`config.mk`:
```
export PLATFORM = sky130hd
export DESIGN_NAME = five_fetch_exec_flat
export DESIGN_NICKNAME = d
export VERILOG_FILES = /design/src/rtl/five_fetch_exec_if.sv /design/src/rtl/five_fetch_exec.sv /design/src/flat_wrapper.sv
export SDC_FILE = /design/constraint.sdc
export NUM_CORES = 1
export LEC_CHECK = 0
export BUFFER_PORTS_ARGS = -buffer_cell sky130_fd_sc_hd__buf_2
export CAP_MARGIN = 40
export CORE_MARGIN = 3
export CORE_UTILIZATION = 30
export DETAILED_ROUTE_END_ITERATION = 10
export GPL_TIMING_DRIVEN = 0
export PLACE_DENSITY = 0.6
export SLEW_MARGIN = 10
export SYNTH_ARGS = -nofsm -noshare
export SYNTH_HDL_FRONTEND = slang
export SYNTH_SLANG_ARGS = --single-unit
```
`constraint.sdc`:
```
create_clock -name clk -period 2.3 [get_ports clk]
set_input_delay 0.345 -clock clk [delete_from_list [all_inputs] [get_ports clk]]
set_output_delay 0.345 -clock clk [all_outputs]
set_load 0.005 [all_outputs]
```
`src/rtl/five_fetch_exec_if.sv`:
```
// Instruction/data memory and status bundle between the fetch/exec core and its environment.
// The core takes the master side; memories and observers take the slave side.
interface five_fetch_exec_if;
    logic [11:0] addr;
    logic [15:0] ins;
    logic [11:0] daddr;
    logic [15:0] din;
    logic [15:0] dout;
    logic        dwe;
    logic [15:0] acc;
    logic        halt;
    logic        err;
    logic [15:0] retired;

    modport master (
        output addr, daddr, dout, dwe, acc, halt, err, retired,
        input  ins, din
    );

    modport slave (
        input  addr, daddr, dout, dwe, acc, halt, err, retired,
        output ins, din
    );
endinterface

```
`src/rtl/five_fetch_exec.sv`:
```
// Two-cycle accumulator machine: FETCH latches the instruction, EXEC applies it.
// Halts on STOP or on an illegal opcode; only rst leaves HALT.
module five_fetch_exec #(
    parameter logic [11:0] RESET_PC = 12'h000
) (
    input logic                  clk,
    input logic                  rst,
    five_fetch_exec_if.master    bus
);

    typedef enum logic [1:0] {StFetch, StExec, StHalt} state_e;

    state_e      state_q, state_d;
    logic [11:0] pc_q, pc_d;
    logic [15:0] ir_q, ir_d;
    logic [15:0] acc_q, acc_d;
    logic [15:0] ret_q, ret_d;
    logic        err_q, err_d;
    logic        dwe;
    logic [3:0]  op;

    assign op = ir_q[15:12];

    always_comb begin
        state_d = state_q;
        pc_d    = pc_q;
        ir_d    = ir_q;
        acc_d   = acc_q;
        ret_d   = ret_q;
        err_d   = err_q;
        dwe     = 1'b0;
        unique case (state_q)
            StFetch: begin
                ir_d    = bus.ins;
                pc_d    = pc_q + 12'd1;
                state_d = StExec;
            end
            StExec: begin
                state_d = StFetch;
                // Opcodes 0-9 retire; the counter sticks at its maximum.
                if (op <= 4'h9 && ret_q != 16'hFFFF) begin
                    ret_d = ret_q + 16'd1;
                end
                case (op)
                    4'h0: acc_d = 16'h0000;
                    4'h1: acc_d = bus.din;
                    4'h2: acc_d = acc_q + bus.din;
                    4'h3: acc_d = ~acc_q;
                    4'h4: acc_d = {acc_q[15], acc_q[15:1]};
                    4'h5: acc_d = {acc_q[14:0], acc_q[15]};
                    4'h6: dwe = 1'b1;
                    4'h7: if (acc_q[15]) pc_d = ir_q[11:0];
                    4'h8: pc_d = ir_q[11:0];
                    4'h9: state_d = StHalt;
                    default: begin
                        state_d = StHalt;
                        err_d   = 1'b1;
                    end
                endcase
            end
            StHalt: ;
            default: state_d = StFetch;
        endcase
    end

    always_ff @(posedge clk) begin
        if (rst) begin
            state_q <= StFetch;
            pc_q    <= RESET_PC;
            ir_q    <= 16'h0000;
            acc_q   <= 16'h0000;
            ret_q   <= 16'h0000;
            err_q   <= 1'b0;
        end else begin
            state_q <= state_d;
            pc_q    <= pc_d;
            ir_q    <= ir_d;
            acc_q   <= acc_d;
            ret_q   <= ret_d;
            err_q   <= err_d;
        end
    end

    assign bus.addr    = pc_q;
    assign bus.daddr   = ir_q[11:0];
    assign bus.dout    = acc_q;
    // A reset edge must never see a pending store.
    assign bus.dwe     = dwe & ~rst;
    assign bus.acc     = acc_q;
    assign bus.halt    = (state_q == StHalt);
    assign bus.err     = err_q;
    assign bus.retired = ret_q;

endmodule

```
`src/flat_wrapper.sv`:
```
// flat-port wrapper written by rule: the top's interface ports become plain ports
module five_fetch_exec_flat 
#(
    parameter logic [11:0] RESET_PC = 12'h000
)
  (clk, rst, bus_addr, bus_daddr, bus_dout, bus_dwe, bus_acc, bus_halt, bus_err, bus_retired, bus_ins, bus_din);
  five_fetch_exec_if bus_i ();
  input logic clk;
  input logic rst;
  output wire logic [$bits(bus_i.addr)-1:0] bus_addr;
  output wire logic [$bits(bus_i.daddr)-1:0] bus_daddr;
  output wire logic [$bits(bus_i.dout)-1:0] bus_dout;
  output wire logic [$bits(bus_i.dwe)-1:0] bus_dwe;
  output wire logic [$bits(bus_i.acc)-1:0] bus_acc;
  output wire logic [$bits(bus_i.halt)-1:0] bus_halt;
  output wire logic [$bits(bus_i.err)-1:0] bus_err;
  output wire logic [$bits(bus_i.retired)-1:0] bus_retired;
  input wire logic [$bits(bus_i.ins)-1:0] bus_ins;
  input wire logic [$bits(bus_i.din)-1:0] bus_din;
  assign bus_addr = bus_i.addr;
  assign bus_daddr = bus_i.daddr;
  assign bus_dout = bus_i.dout;
  assign bus_dwe = bus_i.dwe;
  assign bus_acc = bus_i.acc;
  assign bus_halt = bus_i.halt;
  assign bus_err = bus_i.err;
  assign bus_retired = bus_i.retired;
  assign bus_i.ins = bus_ins;
  assign bus_i.din = bus_din;
  five_fetch_exec #(.RESET_PC(RESET_PC)) u_core (.clk(clk), .rst(rst), .bus(bus_i));
endmodule
```
# Word-level counts from Yosys, hierarchy flattened
# Index checks and enable logic that the tools add are counted.
[totals]
out_inout_bits = 75
regBits = 63
inputBits = 34
[op_classes]
n_reduce_logical = 13
n_eq_ne = 14
n_lt_le_gt_ge = 1
muxes = 8
bitwise_logic = 5
n_addsub = 3
[op_table]
columns = ["operator", "n"]
rows = [
  ["16-bit one-hot mux with 6 select lines", 1],
  ["12-bit one-hot mux with 2 select lines", 2],
  ["16-bit by 1-bit adder with 16-bit output (second input constant)", 1],
  ["16-bit adder", 1],
  ["4-bit by 3-bit equality test with 1-bit output (second input constant)", 4],
  ["16-bit != test (second input constant)", 1],
  ["16-bit NOT", 1],
  ["12-bit by 1-bit adder with 12-bit output (second input constant)", 1],
  ["12-bit 2-to-1 mux", 1],
  ["10-bit OR reduction", 1],
  ["9-bit OR reduction", 1],
  ["4-bit by 2-bit equality test with 1-bit output (second input constant)", 2],
  ["4-bit equality test (second input constant)", 2],
  ["3-bit by 2-bit != test with 1-bit output (second input constant)", 2],
  ["2-bit one-hot mux with 3 select lines", 1],
  ["2-bit AND reduction", 3],
  ["3-bit AND reduction", 2],
  ["6-bit nonzero test", 1],
  ["5-bit nonzero test", 1],
  ["4-bit by 1-bit equality test with 1-bit output (second input constant)", 1],
  ["4-bit <= comparator (second input constant)", 1],
  ["4-bit logical NOT", 1],
  ["1-bit NOT", 3],
  ["2-bit by 1-bit equality test with 1-bit output (second input constant)", 1],
  ["7 further kinds", 8],
]

# Logic depth before layout (Yosys ltp)
# Gate-level depths: netlist (run 1).
[logic_depth]
ltp_word = 4
depth_mapped = 9

# Worst setup path before layout (run 1)
# OpenSTA, ideal clock, no wires.
[synth_timing]
path_kind = "reg-to-reg"
from = "register u_core.acc_q[0] (netlist: u_core.bus.acc[0])"
to = "register u_core.acc_q[14] (netlist: u_core.bus.acc[14])"
period_less_slack_ns = 2.037
required_ns = 2.167
setup_ns = 0.133
path_stages_with_launch = 10
slack_ns = 0.263
arrival_time_ns = 1.904
path_cell_list = "dfxtp_1 -> ha_1 -> inv_1 -> fa_1 -> nor2b_1 -> o2111ai_1 -> a21oi_1 -> o21ai_0 -> mux2i_1 -> o211ai_1"
[synth_between]
elab_chain_cells = 2
[synth_lines]
columns = ["item", "line", "text"]
rows = [
  ["from (decl)", "five_fetch_exec.sv:16", "logic [15:0] acc_q, acc_d;"],
  ["from (signal assigned)", "five_fetch_exec.sv:71", "acc_q <= 16'h0000;"],
  ["from (signal assigned)", "five_fetch_exec.sv:78", "acc_q <= acc_d;"],
  ["16-bit adder", "five_fetch_exec.sv:47", "4'h2: acc_d = acc_q + bus.din;"],
  ["16-bit one-hot mux with 6 select lines", "five_fetch_exec.sv:44", "case (op)"],
]
# Every way passes these cells.
# A chain may end at the register's enable or synchronous reset.

# Worst setup path in the final report (run 1)
[layout_timing]
from = "register u_core.acc_q[6] (netlist: u_core.bus.acc[6])"
to = "register u_core.acc_q[13] (netlist: u_core.bus.acc[13])"
# Same word-level chain as after synthesis.

==> results by group, run 1 <==
Clock tree
  • CTS Hold Bufs: 0
  • TritonCTS Sinks: 63
  • Htree depth: 3
  • CTS max path bufs: 2
  • Num CTS Buffers: 9
  • Root Buffer: clkbuf_16
  • CTS tree: built
  • Clock Latency Late Sink: 320 ps
  • CTS clk-pin slew, worst paths: 60 ps

Hold path
  • Min-Delay Path Depth: 3
  • Hold Crit Start: bus_ins[11]
  • Worst Hold Class: input port to flop
  • Min-Delay Endpoint: u_core.ir_q[11]

Global route
  • Initial antenna violation count: 0
  • Largest net degree at the start of global routing: 13
  • First-pass GRT wire length: 20.6 mm
  • Vias in the first global route: 4,140
  • Total grt overflow: 0
  • GRT Total Usage: about 17%

Timing
  • Fin worst setup slack: around 67 ps
  • Final setup TNS: 0 ps
  • Slew HR: between 50 and 60%
  • Finish-stage setup viols: 0
  • Final hold slack: 257 ps
  • Achievable frequency: approximately 450 MHz
  • Period utilization: 97.1%
  • Fin crit period: 2230 ps
  • Final hold viol count: 0
  • Slew @ Worst Pin: 728 ps
  • Slew Limit Fails: 0
  • RSZ-0062 raised after global routing: no
  • Clock Skew: 6.92 ps

Synth
  • Synth Warn #: 0
  • Synth area leaders: dfxtp_1, nand2_1, buf_4
  • Ys flop type: dfxtp_1
  • Seq/Total Area, Yosys: 30.3%
  • Synth area leader: dfxtp_1
  • Mapped Cells: 549
  • Count of different cell masters after synthesis: 57
  • Syn Area/Cell: 7.58 um^2
  • EDFF count, synth: 0
  • Async SR Flop Fraction: 0%
  • Synthesized cell area: 4160 um^2
  • Share of the synthesized area in the top cell type: 30.3%
  • Post-synthesis register bit count: 63
  • Net Count, Synth: 601

Power and ir drop
  • LEAKAGE: 2.33 nW
  • Power per cell area: 653 nW/um^2
  • Maximum vdd drop: 0.379 mV

Setup path
  • CP Max Fanout: 7
  • Setup Crit Path Kind: flop to flop
  • CP Data Required Time: around 2500 ps
  • Flop2flop setup slack: around 67 ps
  • Crit path DAT: 2470 ps
  • Reg2reg start: u_core.bus.acc[6]
  • Startpoint Class: flop
  • R2r endpoint: u_core.bus.acc[13]
  • Cells on worst reg2reg path: 8
  • Nature of the critical path endpoint: flop

Finish
  • Layout cell share with drive strength beyond 1: 27.3%
  • # diodes: 0
  • Post-route cell area: 5350 um^2
  • Area growth, synth to finish: 28.6%
  • Final layout net count: a little over 700

Floorplan
  • IO Count: roughly 110
  • # rows: 42
  • Area of the die: 15,300 um^2
  • Die Ht: 124 um
  • Initial Utilization: between 30 and 40%
  • Die width: 124 um
  • Core box area: 13,400 um^2

Placed design
  • Placed cell area: 4930 um^2
  • Post-place setup slack: -193 ps
  • RePlAce Congestion: about 0.85
  • HPWL after DPL: 9.71 mm
  • Port bufs: 108

Job
  • Max Cap Viol: 0

Detailed routing
  • DR DRC count: 0
  • Drt total wl: 13.0 mm
  • DRT met1 WL: 5.93 mm
  • Number of routed nets with antenna violations: 0
  • Initial DRT Pass Iterations: 6
  • Via/cell ratio: 5.28
  • DR WL met3: 937 um
  • Vias post-DR: 4,488
  • Routed WL per cell: 15.3 um
  • DRC marker count from the first detailed-route iteration: 393
  • DR top layer: met4
  • Metal2 WL: 5.99 mm

Status
  • Status: finished, final reports clean
[worst max path at each step]
stage                           start                  to  slack [ps]
finish              u_core.bus.acc[6]  u_core.bus.acc[13]          70
CTS                 u_core.bus.acc[2]  u_core.bus.acc[14]          50
detailed placement  u_core.bus.acc[0]  u_core.bus.acc[14]        -190
global placement    u_core.bus.acc[0]  u_core.bus.acc[14]        -120
floorplan           u_core.bus.acc[0]  u_core.bus.acc[14]         260
global route        u_core.bus.acc[6]  u_core.bus.acc[13]           4
[worst max-delay path, stage by stage (launching register included)]
cell      delay (ps)
dfxtp_2          370
ha_1             280
clkbuf_1         250
o21a_1           170
o211ai_1         110
a211oi_2         400
mux2i_1          150
a211o_1          280
a21oi_1          140
[cell usage in the layout, fill, tap and decap left out, drive strengths merged, types with 5 or more instances in the layout]
master   synthesis  routed
a211oi           6       6
a21o             6       6
a21oi           41      41
a22oi           21      21
a2bb2oi          5       5
and3             7       7
buf             32     141
clkbuf          28      37
dfxtp           63      63
ha              17      17
inv              8       9
mux2i            7       7
nand2           83      83
nand2b           5       5
nand3            8       8
nand4           16      16
nor2            56      56
nor2b            7       7
nor3            15      15
o211ai           5       5
o21ai           29      29
o22ai            7       7
xnor2           10      10
xor2            16      16
[cell usage after synthesis, types with 7 or more instances]
cell type  number
a21oi_1        41
a22oi_1        21
and3_1          7
buf_4          29
clkbuf_1       28
dfxtp_1        63
ha_1           17
inv_1           8
mux2i_1         7
nand2_1        82
nand3_1         8
nand4_1        16
nor2_1         56
nor2b_1         7
nor3_1         15
o21ai_0        28
o22ai_1         7
xnor2_1        10
xor2_1         16
[metrics by stage]
| stage | instances | power (mW) | utilization, % |
|---|---|---|---|
| 2_1_floorplan | 549 | 1.68 | - |
| 3_3_place_gp | 833 | 1.90 | 36.7 |
| 3_5_place_dp | 834 | 1.92 | 36.8 |
| 4_1_cts | 850 | 3.49 | 39.5 |
| 5_1_grt | 850 | 3.67 | 39.9 |
| 6_report | 850 | 3.50 | 39.9 |
[metal layers]
layer / global-route usage [%] / up-vias
met5: 0 / -
met1: 22.9 / 2098
li1: - / 2205
met3: 2.63 / 12
met4: 4.15 / 0
met2: 27.5 / 173
[state kept, by name, indices dropped and copies added, names as in the netlist]
signal,count
u_core.bus.err,1
u_core.state_q,2
u_core.bus.acc,16
u_core.bus.retired,16
u_core.ir_q,16
u_core.bus.addr,12
[cell families (layout without fill, tap and decap cells)]
family / Yosys count / after routing / synth area share, %
AOI/OAI and AO/OA: 155 / 155 / 24.5
xor gates and xnor gates: 26 / 26 / 5.47
adders and majority gates: 18 / 18 / 5.59
buffers and inverters: 68 / 193 / 8.81
DFF: 63 / 63 / 30.3
muxes: 7 / 7 / 1.68
and+or+nand+nor: 212 / 212 / 23.6
[where the power goes]
group	total, mW	switching (mW)	internal, mW
registers	1.23	0.0828	1.15
clock network	1.58	0.517	1.06
logic	0.683	0.383	0.300
total	3.50	0.983	2.51
[cell type report]
cell class / instances / area (um^2)
timing repair buffer: 109 / 548
sequential: 63 / 1270
buffer: 60 / 344
inverter: 8 / 30.0
fill: 1408 / 8050
clock buffer: 9 / 225
clock inverter: 7 / 120
tap: 176 / 220
multi-input combinational: 418 / 2590
[timing repair]
item	in CTS	in global routing
setup endpoints to repair	10	23
resized for setup	9	19
pin swaps	1	1
buffers inserted	0	0
Power figures use the tool's default switching activity.
==> run 2, diff against run 1 <==
--- a/config.mk
+++ b/config.mk
@@ -5,13 +5,14 @@
 export SDC_FILE = /design/constraint.sdc
 export NUM_CORES = 1
 export LEC_CHECK = 0
-export BUFFER_PORTS_ARGS = -buffer_cell sky130_fd_sc_hd__buf_2
 export CAP_MARGIN = 40
 export CORE_MARGIN = 3
 export CORE_UTILIZATION = 30
 export DETAILED_ROUTE_END_ITERATION = 10
+export DONT_BUFFER_PORTS = 1
+export GPL_ROUTABILITY_DRIVEN = 0
 export GPL_TIMING_DRIVEN = 0
-export PLACE_DENSITY = 0.6
+export PLACE_DENSITY = 0.51
 export SLEW_MARGIN = 10
 export SYNTH_ARGS = -nofsm -noshare
 export SYNTH_HDL_FRONTEND = slang
==> results by group, run 2 (synthesis results as in run 1) <==
Clock tree
  • CTS clk-pin slew, worst paths: 60 ps (about the same)
  • Clock Latency Late Sink: 340 ps (+20 ps)
  • Num CTS Buffers: 9 (unchanged)
  • Root Buffer: clkbuf_16
  • CTS max path bufs: 2 (unchanged)
  • CTS tree: built
  • TritonCTS Sinks: 63 (unchanged)
  • Htree depth: 3 (unchanged)

Timing
  • Achievable frequency: 441 MHz (-1.5%)
  • Fin worst setup slack: 31.7 ps (-35.1 ps)
  • Finish-stage setup viols: 0 (unchanged)
  • RSZ-0062 raised after global routing: yes
  • Fin crit period: 2270 ps (+35.1 ps)
  • Slew Limit Fails: 0 (unchanged)
  • Clock Skew: 5.68 ps (-1.24 ps)
  • Slew HR: 52.9% (+1.5 points)
  • Final hold viol count: 0 (unchanged)
  • Slew @ Worst Pin: 707 ps (-20.9 ps)
  • Period utilization: 98.6% (+1.5 points)

Detailed routing
  • Via/cell ratio: 5.41 (+2.5%)
  • Drt total wl: 13.2 mm (+1.4%)
  • DRC marker count from the first detailed-route iteration: 300 (-24%)
  • Vias post-DR: 4,009 (-11%)
  • DR DRC count: 0 (unchanged)
  • Routed WL per cell: 17.8 um (+16%)
  • Initial DRT Pass Iterations: 5 (-1)
  • Number of routed nets with antenna violations: 0 (unchanged)

Power and ir drop
  • Clock share of power: 42.9% (-2.3 points)
  • Power per cell area: 674 nW/um^2 (+3.1%)
  • Sw Share: 29.4% (+1.3 points)
  • LEAKAGE: 1.80 nW (-23%)
  • Switching power: 0.949 mW (-3.4%)
  • Maximum vdd drop: 0.372 mV (-1.7%)
  • Comb pwr share: 18.6% (-0.9 points)
  • Internal power: 2.28 mW (-9.1%)
  • Reg power frac: 38.5% (+3.2 points)

Global route
  • GRT Total Usage: 16.8% (+0.080 points)
  • Total grt overflow: 0 (unchanged)
  • Vias in the first global route: 3,757 (-9.3%)
  • Initial antenna violation count: 0 (unchanged)
  • Largest net degree at the start of global routing: 11 (-2)
  • First-pass GRT wire length: 20.2 mm (-2.0%)

Setup path
  • CP Data Required Time: 1960 ps (-580 ps)
  • Cells on worst reg2reg path: 8 (unchanged)
  • Crit path DAT: 1920 ps (-550 ps)
  • Nature of the critical path endpoint: output pin
  • Slowest cell on crit path: nor3_1
  • Delay-heaviest family, CP: buffers and inverters
  • Startpoint Class: flop
  • Worst path cell trace: clkbuf_1, buf_2, nand2_1, nor3_1
  • Stages on the worst setup path: 4 (-4)
  • Flop2flop setup slack: 100 ps (+30 ps)
  • CP Max Fanout: 10 (+3)
  • Buf+Inv Stages, Crit Path: 2 (+1)
  • Max incr delay on CP: 420 ps (+20 ps)
  • Setup Crit Path Kind: flop to output pin

Finish
  • Filler instances: 1,432 (+1.7%)
  • Most common cell after layout, fill and taps aside: nand2_1
  • Final layout net count: 613 (-15%)
  • Final core utilization: 35.8% (-4.1 points)
  • Area growth, synth to finish: 15.4%
  • Final non-filler cell total: 741 (-13%)
  • # diodes: 0 (unchanged)
  • Commonest cells after routing, fill and taps aside: nand2_1, dfxtp_1, nor2_1
  • Layout cell share with drive strength beyond 1: 14.7% (-13 points)

Floorplan
  • Core box area: 13,400 um^2 (unchanged)
  • Area of the die: 15,300 um^2 (unchanged)
  • Die width: 124 um (unchanged)
  • Initial Utilization: 31.0% (unchanged)
  • IO Count: 109 (unchanged)
  • Die Ht: 124 um (unchanged)
  • # rows: 42 (unchanged)

Placed design
  • HPWL after DPL: 9.69 mm (-0.19%)
  • Post-place setup slack: -239 ps (-45.5 ps)
  • Port bufs: 0 (-100%)
  • Placed cell count: 726 (-13%)

Job
  • Max Cap Viol: 0 (unchanged)

Status
  • Status: finished, final reports clean

Hold path
  • Worst Hold Class: input port to flop
  • Min-Delay Path Depth: 2 (-1)
[run 2: cell types whose count changed in the layout (fill, tap and decap cells not counted), moves of 2 or more]
cell	delta
dfxtp_2	+2
bufinv_16	-2
ha_1	-3
clkbuf_8	+2
dfxtp_1	-2
clkinv_2	+2
buf_2	-108
ha_2	+2
[run 2: worst paths after layout]
| check | startpoint | end |
|---|---|---|
| max | u_core.ir_q[14] | bus_dwe |
| min reg2reg | u_core.ir_q[5] | u_core.ir_q[5] |
| max reg2reg | u_core.bus.retired[0] | u_core.bus.retired[14] |
| min | bus_ins[2] | u_core.ir_q[2] |
[run 2: what timing repair did]
item	CTS	global route
endpoints found under the hold margin	0	0
buffers inserted	0	1
hold buffers	0	0
pin swaps	0	2
gates resized for setup	10	26
setup endpoints to repair	12	32
[run 2: area by class of cell]
| class | instances | area (um^2) | share of cell area, % |
|---|---|---|---|
| multi-input cells | 418 | 2630 | 54.7 |
| flip-flops and latches | 63 | 1270 | 26.5 |
| plain buffers | 59 | 340 | 7.09 |
| clock buffers | 11 | 253 | 5.27 |
| well taps | 176 | 220 | 4.59 |
| clock inverters | 4 | 45.0 | 0.938 |
| inverters | 8 | 30.0 | 0.626 |
| repair buffers | 2 | 15.0 | 0.313 |
[run 2: layer usage]
layer  routed length, um  global-route usage, %
met1                6080                   23.1
met2                6030                   26.4
met3                 900                   4.45
met4                 145                   3.60
met5                   0                      0
[run 2: power groups by stage]
stage	clock network (mW)	logic, mW	registers (mW)
after floorplan	0	0.446	1.23
after global placement	0	0.564	1.27
after detailed placement	0	0.570	1.27
after CTS	1.41	0.578	1.25
after global routing	1.46	0.666	1.26
final	1.39	0.600	1.25
[run 2: through the flow]
step                      hold slack, ps  setup TNS, ps  power (mW)  cell area (um^2)
after floorplan                      447              0        1.68              4160
after global placement               463           -634        1.83              4380
after detailed placement             474           -676        1.84              4390
after CTS                            137              0        3.23              4700
after global routing                 144          -57.2        3.38              4800
final                                144              0        3.23              4800
==> run 3, diff against run 2 <==
--- a/config.mk
+++ b/config.mk
@@ -6,13 +6,15 @@
 export NUM_CORES = 1
 export LEC_CHECK = 0
 export CAP_MARGIN = 40
+export CELL_PAD_IN_SITES_DETAIL_PLACEMENT = 0
+export CELL_PAD_IN_SITES_GLOBAL_PLACEMENT = 1
 export CORE_MARGIN = 3
 export CORE_UTILIZATION = 30
 export DETAILED_ROUTE_END_ITERATION = 10
 export DONT_BUFFER_PORTS = 1
 export GPL_ROUTABILITY_DRIVEN = 0
 export GPL_TIMING_DRIVEN = 0
-export PLACE_DENSITY = 0.51
+export PLACE_DENSITY = 0.63
 export SLEW_MARGIN = 10
 export SYNTH_ARGS = -nofsm -noshare
 export SYNTH_HDL_FRONTEND = slang
==> results by group, run 3 (synthesis results as in run 1) <==
Status
  • Status: finished, final reports clean

Floorplan
  • Die Ht: 124 um (unchanged)
  • Area of the die: 15,300 um^2 (unchanged)
  • Core box area: 13,400 um^2 (unchanged)
  • Initial Utilization: 31.0% (unchanged)
  • Die width: 124 um (unchanged)
  • # rows: 42 (unchanged)
  • IO Count: 109 (unchanged)

Timing
  • Final hold viol count: 0 (unchanged)
  • Finish-stage setup viols: 0 (unchanged)
  • Final hold slack: 154 ps (+10.5 ps)
  • Fin crit period: 2200 ps (-71.8 ps)
  • Slew Limit Fails: 0 (unchanged)
  • Clock Skew: 10.2 ps (+4.52 ps)
  • Slew HR: 54.7% (+1.8 points)
  • Achievable frequency: 455 MHz (+3.3%)
  • Slew @ Worst Pin: 677 ps (-29.7 ps)
  • Period utilization: 95.5% (-3.1 points)

Global route
  • Top Usage Layer GRT: met2
  • Initial antenna violation count: 0 (unchanged)
  • First-pass GRT wire length: 20.8 mm (+3.2%)
  • Total grt overflow: 0 (unchanged)
  • Met3 Resource Use GR: 3.54% (-0.91 points)
  • Vias in the first global route: 3,905 (+3.9%)
  • GR Util met2: 28.6% (+2.2 points)
  • GRT Total Usage: 17.4% (+0.56 points)
  • Grt met1 use: 23.2% (+0.043 points)
  • Largest net degree at the start of global routing: 12 (+1)

Setup path
  • Nature of the critical path endpoint: flop
  • Slowest cell on crit path: fa_1
  • Worst path cell trace: ha_1, inv_1, fa_1, nor2b_2, o2111ai_2, a21oi_2, o21ai_2, mux2i_1, o211ai_1
  • Startpoint Class: flop
  • R2r endpoint: u_core.bus.acc[14]
  • Crit path DAT: 2390 ps (+470 ps)
  • Reg2reg start: u_core.bus.acc[0]
  • Max incr delay on CP: 410 ps (about the same)
  • Flop2flop setup slack: 100 ps (about the same)
  • Setup Crit Path Kind: flop to flop
  • Cells on worst reg2reg path: 9 (+1)
  • CP Max Fanout: 6 (-4)
  • CP Data Required Time: 2490 ps (+530 ps)

Finish
  • Layout cell share with drive strength beyond 1: 13.6% (-1.1 points)
  • # diodes: 0 (unchanged)
  • Final layout net count: 612 (-0.16%)
  • Commonest cells after routing, fill and taps aside: nand2_1, dfxtp_1, nor2_1
  • Post-route cell area: 4750 um^2 (-1.1%)
  • Most common cell after layout, fill and taps aside: nand2_1
  • Final non-filler cell total: 741 (unchanged)
  • Final core utilization: 35.4% (-0.40 points)
  • Area growth, synth to finish: 14.1%

Clock tree
  • Clock Latency Late Sink: 330 ps (about the same)
  • CTS clk-pin slew, worst paths: 60 ps (about the same)
  • CTS tree: built
  • Num CTS Buffers: 9 (unchanged)
  • CTS max path bufs: 2 (unchanged)
  • Root Buffer: clkbuf_16
  • Htree depth: 3 (unchanged)
  • TritonCTS Sinks: 63 (unchanged)

Detailed routing
  • DRC marker count from the first detailed-route iteration: 237 (-21%)
  • Routed WL per cell: 18.1 um (+1.7%)
  • Drt total wl: 13.4 mm (+1.7%)
  • Vias post-DR: 4,019 (+0.25%)
  • Via/cell ratio: 5.42 (+0.25%)
  • Initial DRT Pass Iterations: 5 (unchanged)
  • Number of routed nets with antenna violations: 0 (unchanged)
  • DR DRC count: 0 (unchanged)

Hold path
  • Hold Crit Start: bus_ins[6]
  • Min-Delay Endpoint: u_core.ir_q[6]
  • Worst Hold Class: input port to flop
  • Min-Delay Path Depth: 2 (unchanged)

Power and ir drop
  • Reg power frac: 39.1% (+0.6 points)
  • Power per cell area: 671 nW/um^2 (-0.44%)
  • Comb pwr share: 18.6% (about the same)
  • Maximum vdd drop: 0.324 mV (-13%)
  • Clock share of power: 42.3% (-0.6 points)
  • LEAKAGE: 1.78 nW (-1.1%)
  • Switching power: 0.956 mW (+0.65%)
  • Internal power: 2.23 mW (-2.5%)
  • Sw Share: 30.0% (+0.66 points)

Placed design
  • Placed cell count: 726 (unchanged)
  • HPWL after DPL: 9.91 mm (+2.2%)
  • Placed cell area: 4390 um^2 (unchanged)
  • Port bufs: 0 (unchanged)

Job
  • Max Cap Viol: 0 (unchanged)
==> run 3: cell types whose count changed in the layout (fill, tap and decap cells not counted), sizes merged <==
| cell | before | now |
|---|---|---|
| clkbuf | 38 | 36 |
| clkinvlp | 0 | 1 |
| clkinv | 3 | 4 |
==> run 3: stage by stage <==
stage | setup slack [ps] | setup TNS [ps] | total power, mW
global route | -9.69 | -18.7 | 3.35
finish | 104 | 0 | 3.18
floorplan | 263 | 0 | 1.68
detailed placement | -212 | -959 | 1.84
CTS | 6.50 | 0 | 3.20
global placement | -242 | -1160 | 1.84
==> run 3: area by class of cell <==
cell class | count | area, um^2
inverter | 8 | 30.0
multi-input combinational | 418 | 2590
clock buffer | 10 | 229
timing repair buffer | 2 | 15.0
fill | 1458 | 8650
clock inverter | 6 | 61.3
buffer | 58 | 338
sequential | 63 | 1260
tap | 176 | 220
==> run 3: worst max-delay path, delay by kind of cell (launching register included) <==
family	cells	cell delay [ps]
AOI/OAI and AO/OA	4	610
adders and majority gates	2	640
buffers and inverters	1	70
DFF	1	390
muxes	1	170
and+or+nand+nor	1	190
==> run 3: routing by layer <==
metal  wire [um]  part of all wire [%]
met5           0                     0
met1        6090                    46
met3         868                   6.5
met2        6310                    47
met4         114                  0.85
==> run 3: timing repair <==
item	in CTS	in global routing
setup buffers	0	1
gates resized for setup	8	20
gates cloned	0	0
hold buffers	0	0
pin swaps	1	2
setup endpoints to repair	13	25
hold endpoints to repair	0	0
==> run 3: worst max-delay path by stage <==
stage | to | start | slack [ps] | cells past startpoint
3_3_place_gp | u_core.bus.acc[14] | u_core.bus.acc[0] | -240 | 9
3_5_place_dp | u_core.bus.acc[14] | u_core.bus.acc[0] | -210 | 9
6_report | u_core.bus.acc[14] | u_core.bus.acc[0] | 100 | 9
2_1_floorplan | u_core.bus.acc[14] | u_core.bus.acc[0] | 260 | 9
4_1_cts | bus_dwe | u_core.state_q[0] | 6 | 5
5_1_grt | u_core.bus.acc[14] | u_core.bus.acc[0] | -10 | 9
==> run 3: power groups by stage <==
stage | registers [mW] | clock network (mW) | logic (mW)
3_3_place_gp | 1.26 | 0 | 0.573
2_1_floorplan | 1.23 | 0 | 0.446
3_5_place_dp | 1.27 | 0 | 0.578
4_1_cts | 1.24 | 1.37 | 0.584
5_1_grt | 1.26 | 1.43 | 0.664
6_report | 1.24 | 1.35 | 0.592
